<file path="src/rtl/matrix_mul_seq_if.sv">
// Producer/consumer handshake bundle for matrix_mul_seq: input vector side and
// result side, each with its own valid/ready pair.
interface matrix_mul_seq_if;
  logic       in_valid;
  logic       in_ready;
  logic [3:0] di0;
  logic [3:0] di1;
  logic [3:0] di2;
  logic       out_valid;
  logic       out_ready;
  logic [9:0] mo0;
  logic [9:0] mo1;
  logic [9:0] mo2;
  logic       busy;

  modport master (
    output in_valid, di0, di1, di2, out_ready,
    input  in_ready, out_valid, mo0, mo1, mo2, busy
  );

  modport slave (
    input  in_valid, di0, di1, di2, out_ready,
    output in_ready, out_valid, mo0, mo1, mo2, busy
  );
endinterface

</file>
<file path="src/rtl/matrix_mul_seq.sv">
// Constant 3x3 matrix times 3-vector, one shared multiply-accumulate stepped
// through the nine products (row-major), one product per clock.
module matrix_mul_seq #(
  parameter int unsigned A = 7,
  parameter int unsigned B = 13,
  parameter int unsigned C = 5
) (
  input  logic             clk,
  input  logic             rst,
  matrix_mul_seq_if.slave  bus
);

  typedef enum logic [1:0] {IDLE, CALC, DONE} state_e;

  localparam logic [3:0] CA = 4'(A);
  localparam logic [3:0] CB = 4'(B);
  localparam logic [3:0] CC = 4'(C);

  state_e          state_q, state_d;
  logic [3:0]      step_q, step_d;
  logic [9:0]      acc_q, acc_d;
  logic [2:0][3:0] vec_q, vec_d;
  logic [2:0][9:0] mo_q, mo_d;
  logic            out_valid_q, out_valid_d;

  logic [1:0] row, col;
  logic [3:0] coef;
  logic [7:0] prod;
  logic [9:0] sum;

  // Rows of the matrix: [A B C], [B B A], [C B A].
  always_comb begin
    // NOTE: every signal gets a default before the case so no path leaves it unassigned (no latch).
    {row, col, coef} = {2'd0, 2'd0, CA};
    case (step_q)
      4'd0:    {row, col, coef} = {2'd0, 2'd0, CA};
      4'd1:    {row, col, coef} = {2'd0, 2'd1, CB};
      4'd2:    {row, col, coef} = {2'd0, 2'd2, CC};
      4'd3:    {row, col, coef} = {2'd1, 2'd0, CB};
      4'd4:    {row, col, coef} = {2'd1, 2'd1, CB};
      4'd5:    {row, col, coef} = {2'd1, 2'd2, CA};
      4'd6:    {row, col, coef} = {2'd2, 2'd0, CC};
      4'd7:    {row, col, coef} = {2'd2, 2'd1, CB};
      4'd8:    {row, col, coef} = {2'd2, 2'd2, CA};
      default: {row, col, coef} = {2'd0, 2'd0, CA};
    endcase
  end

  assign prod = {4'b0, coef} * {4'b0, vec_q[col]};
  assign sum  = acc_q + {2'b0, prod};

  always_comb begin
    state_d     = state_q;
    step_d      = step_q;
    acc_d       = acc_q;
    vec_d       = vec_q;
    mo_d        = mo_q;
    out_valid_d = out_valid_q;
    case (state_q)
      IDLE: begin
        if (bus.in_valid) begin
          vec_d   = {bus.di2, bus.di1, bus.di0};
          step_d  = 4'd0;
          acc_d   = 10'd0;
          state_d = CALC;
        end
      end
      CALC: begin
        if (col == 2'd2) begin
          mo_d[row] = sum;
          acc_d     = 10'd0;
        end else begin
          acc_d = sum;
        end
        if (step_q == 4'd8) begin
          state_d     = DONE;
          out_valid_d = 1'b1;
        end else begin
          step_d = step_q + 4'd1;
        end
      end
      DONE: begin
        if (bus.out_ready) begin
          out_valid_d = 1'b0;
          state_d     = IDLE;
        end
      end
      default: state_d = IDLE;
    endcase
  end

  // NOTE: the captured vector and result registers are reset too, so mo reads 0 after any reset.
  always_ff @(posedge clk or posedge rst) begin
    if (rst) begin
      state_q     <= IDLE;
      step_q      <= 4'd0;
      acc_q       <= 10'd0;
      vec_q       <= '0;
      mo_q        <= '0;
      out_valid_q <= 1'b0;
    end else begin
      // NOTE: non-blocking so every register samples the pre-edge values of the others.
      state_q     <= state_d;
      step_q      <= step_d;
      acc_q       <= acc_d;
      vec_q       <= vec_d;
      mo_q        <= mo_d;
      out_valid_q <= out_valid_d;
    end
  end

  assign bus.in_ready  = (state_q == IDLE);
  assign bus.busy      = (state_q != IDLE);
  assign bus.out_valid = out_valid_q;
  assign bus.mo0       = mo_q[0];
  assign bus.mo1       = mo_q[1];
  assign bus.mo2       = mo_q[2];

endmodule

</file>
<file path="src/flat_wrapper.sv">
// flat-port wrapper written by rule: the top's interface ports become plain ports
module matrix_mul_seq_flat 
#(
  parameter int unsigned A = 7,
  parameter int unsigned B = 13,
  parameter int unsigned C = 5
)
  (clk, rst, bus_in_valid, bus_di0, bus_di1, bus_di2, bus_out_ready, bus_in_ready, bus_out_valid, bus_mo0, bus_mo1, bus_mo2, bus_busy);
  matrix_mul_seq_if bus_i ();
  input  logic clk;
  input  logic rst;
  input wire logic [$bits(bus_i.in_valid)-1:0] bus_in_valid;
  input wire logic [$bits(bus_i.di0)-1:0] bus_di0;
  input wire logic [$bits(bus_i.di1)-1:0] bus_di1;
  input wire logic [$bits(bus_i.di2)-1:0] bus_di2;
  input wire logic [$bits(bus_i.out_ready)-1:0] bus_out_ready;
  output wire logic [$bits(bus_i.in_ready)-1:0] bus_in_ready;
  output wire logic [$bits(bus_i.out_valid)-1:0] bus_out_valid;
  output wire logic [$bits(bus_i.mo0)-1:0] bus_mo0;
  output wire logic [$bits(bus_i.mo1)-1:0] bus_mo1;
  output wire logic [$bits(bus_i.mo2)-1:0] bus_mo2;
  output wire logic [$bits(bus_i.busy)-1:0] bus_busy;
  assign bus_i.in_valid = bus_in_valid;
  assign bus_i.di0 = bus_di0;
  assign bus_i.di1 = bus_di1;
  assign bus_i.di2 = bus_di2;
  assign bus_i.out_ready = bus_out_ready;
  assign bus_in_ready = bus_i.in_ready;
  assign bus_out_valid = bus_i.out_valid;
  assign bus_mo0 = bus_i.mo0;
  assign bus_mo1 = bus_i.mo1;
  assign bus_mo2 = bus_i.mo2;
  assign bus_busy = bus_i.busy;
  matrix_mul_seq #(.A(A), .B(B), .C(C)) u_core (.clk(clk), .rst(rst), .bus(bus_i));
endmodule
</file>
<file path="config.mk">
export PLATFORM = sky130hd
export DESIGN_NAME = matrix_mul_seq_flat
export DESIGN_NICKNAME = d
export VERILOG_FILES = /design/src/rtl/matrix_mul_seq_if.sv /design/src/rtl/matrix_mul_seq.sv /design/src/flat_wrapper.sv
export SDC_FILE = /design/constraint.sdc
export NUM_CORES = 1
export LEC_CHECK = 0
export CAP_MARGIN = 20
export CORE_MARGIN = 2
export CORE_UTILIZATION = 50
export DETAILED_ROUTE_END_ITERATION = 10
export PLACE_DENSITY = 0.71
export SYNTH_ARGS = -nofsm -noshare
export SYNTH_HDL_FRONTEND = slang
export SYNTH_SLANG_ARGS = --single-unit
</file>
<file path="constraint.sdc">
create_clock -name clk -period 6.4 [get_ports clk]
set_input_delay 1.28 -clock clk [delete_from_list [all_inputs] [get_ports clk]]
set_output_delay 1.28 -clock clk [all_outputs]
set_load 0.01 [all_outputs]
</file>
==> results.ini <==
[outcome]
status = finished clean

[timing]
worst_slew_pin_slew_ns = 0.913
finClkSkew_ns = 0.00929
setup_viol = 0
slew_viol_final = 0
fin_crit_sh_pct = 79.8
hold_violations = 0
slew_headroom_pct = 39.0
rsz0062_at_grt = no
timing.hold.ws_ns = 0.507
fin_crit_ns = 5.11
max_freq_ghz = 0.196
finalSetupTns_ns = 0

[clock_tree]
cts_buffers = 9
cts_max_level = 3
clockRootBuffer = clkbuf_8
cts_sinks = 59
clkSlewWorstSetupHoldPaths_ns = 0.07
cts_hold_buffers = 0
clock_latency_ns = 0.34
cts_buffer_depth = 2
cts_setup_buffers = 0
post_cts_resize_count = 0
cts_tree = built

[job]
drv_cap = 0

[worst_setup_path]
r2r_cells = 17
critPathCaptureType = register
worstSetupPathType = register to register
critPathArrivalTime_ns = 5.39
cp-start-kind = register
critPathMaxFanout = 7
crit_required_ns = 6.68

[floorplanning]
die_y_um = 86.4
start_util_pct = 50.8
dieArea_um2 = 7460
die_w_um = 86.4
placement_rows = 30
coreArea_um2 = 6680
pin_count = 49

[logic_synthesis]
synth_edf_count = 0
netlist_area_um2 = 3390
synthDistinctLibCells = 43
synth_compound_area_share_pct = 10.8
synth_top_family_by_area = multiplexers
yosysSeqAreaShare_pct = 43.5
yosysWarningCount = 0
synthCells = 319
ys_seq_elements = 59
async_reset_ff_share_pct = 100
syn_area_per_cell_um2 = 10.6
synth-adder-area-share_pct = 13.4
synth-xor-area-share_pct = 1.81
yosys.area_share.simple_pct = 12.9
syn-num-nets = 366
muxShareOfSynthArea_pct = 13.6
synth_ff_type = dfrtp_1

[placement]
dpl.hpwl_um = 4920
portBuffers = 48
routabilityCongestion = 0.908

[global_route]
grt_pass1_vias = 2527
grt.busiest_layer = met2
grt.total_usage_pct = 20.4
use_met2_pct = 30.7
grt_overflow = 0
grt_max_degree = 60
grt_antenna_before_repair = 0
grt_pass1_wl_um = 11900
use_met3_pct = 5.90
gr-usage-met1_pct = 29.0

[drt]
wire_per_inst_um = 14.9
ant_nets = 0
drt_iter0_markers = 111
drc = 0
drt_wl_total_um = 6810
viasPerCell = 5.35
firstDrtPassIters = 4
via_count = 2449

[cells_and_area]
layout_common_cells = dfrtp_1 (59), nand2_1 (54), clkdlybuf4s50_1 (48)
drive_gt1_share_pct = 14.0
synthToLayoutAreaGrowth_pct = 22.8
fill_cells = 566
antenna_cells = 0
layout_commonest_cell = dfrtp_1
fin_util_pct = 62.4
final_nets = 420

[worst_hold_path]
hp-class = register to register
min_path_cells = 1

worst paths after layout:
kind,start,endpoint,slack (ns)
max,u_core.step_q[0]$_DFFE_PP0P_,u_core.bus.mo2[8]$_DFFE_PP0P_,1.29
min,u_core.bus.mo1[8]$_DFFE_PP0P_,u_core.bus.mo1[8]$_DFFE_PP0P_,0.51
max reg2reg,u_core.step_q[0]$_DFFE_PP0P_,u_core.bus.mo2[8]$_DFFE_PP0P_,1.29
min reg2reg,u_core.bus.mo1[8]$_DFFE_PP0P_,u_core.bus.mo1[8]$_DFFE_PP0P_,0.51
max in group asynchronous,rst,u_core.vec_q[7]$_DFFE_PP0P_,4.45
min in group asynchronous,rst,u_core.bus.mo1[2]$_DFFE_PP0P_,1.45
layout make-up:
| type | count | area (um2) | area share (%) |
|---|---|---|---|
| repair buffers | 49 | 488 | 11.7 |
| multi-input cells | 226 | 1780 | 42.7 |
| clock inverters | 6 | 90.1 | 2.16 |
| well taps | 80 | 100 | 2.40 |
| flip-flops and latches | 59 | 1480 | 35.4 |
| clock buffers | 10 | 128 | 3.06 |
| inverters | 28 | 105 | 2.52 |
synthesized netlist by cell type (all sizes together), types with 2 or more instances:
cell type  number  area [um2]
dfrtp          59        1480
mux2i          12         124
o2bb2ai         3        26.3
nand2          55         209
inv            28         105
xnor2           2        17.5
buf             2        16.3
a22o           10        87.6
nand2b          3        18.8
o211ai          2        28.8
ha             22         275
nand3b          2        15.0
a31oi           2        12.5
o21ai          16        80.1
mux2           30         338
and3            3        18.8
nand3           6        42.5
a21o            2        15.0
a211oi          3        22.5
fa              9         180
xor2            5        43.8
clkbuf          4        15.0
a21oi          10        50.1
nor2           15        56.3
sequential cells by signal (all words and copies together), names as in the netlist:
signal and flops:
u_core.acc_q 10, u_core.state_q 2, u_core.bus.mo1 10, u_core.vec_q 12
u_core.step_q 4, u_core.bus.out_valid 1, u_core.bus.mo2 10, u_core.bus.mo0 10
kinds of logic after synthesis:
family,Yosys count
DFF,59
xor gates and xnor gates,7
muxes,42
and+or+nand+nor,93
AOI/OAI and AO/OA,53
adders and majority gates,31
buffers and inverters,34
worst max-delay path, stage by stage (launching register included):
cell and delay (ns):
dfrtp_1 0.44, inv_1 0.10, ha_1 0.35, nand2_1 0.15
nor3b_2 0.39, mux2i_1 0.22, o21ai_0 0.18, fa_1 0.59
inv_1 0.05, fa_1 0.50, fa_1 0.52, inv_1 0.04
ha_1 0.35, o211a_1 0.22, o21ai_0 0.11, nand2_1 0.13
a211oi_1 0.46, mux2_2 0.24
routing by layer:
layer | vias up | part of all wire (%)
met4 | 0 | 0.96
met1 | 1177 | 50
met5 | - | 0
met2 | 51 | 45
li1 | 1213 | -
met3 | 8 | 4.3
stage by stage:
stage	area [um2]	setup WS (ns)	cells
floorplan	3390	1.73	319
global placement	3950	1.43	442
detailed placement	3950	1.30	442
CTS	4170	1.27	458
global route	4170	0.791	458
finish	4170	1.29	458
Power is left out: the tool's default activity adds up to more than one toggle a clock period on the data nets, which glitch-free logic cannot reach.
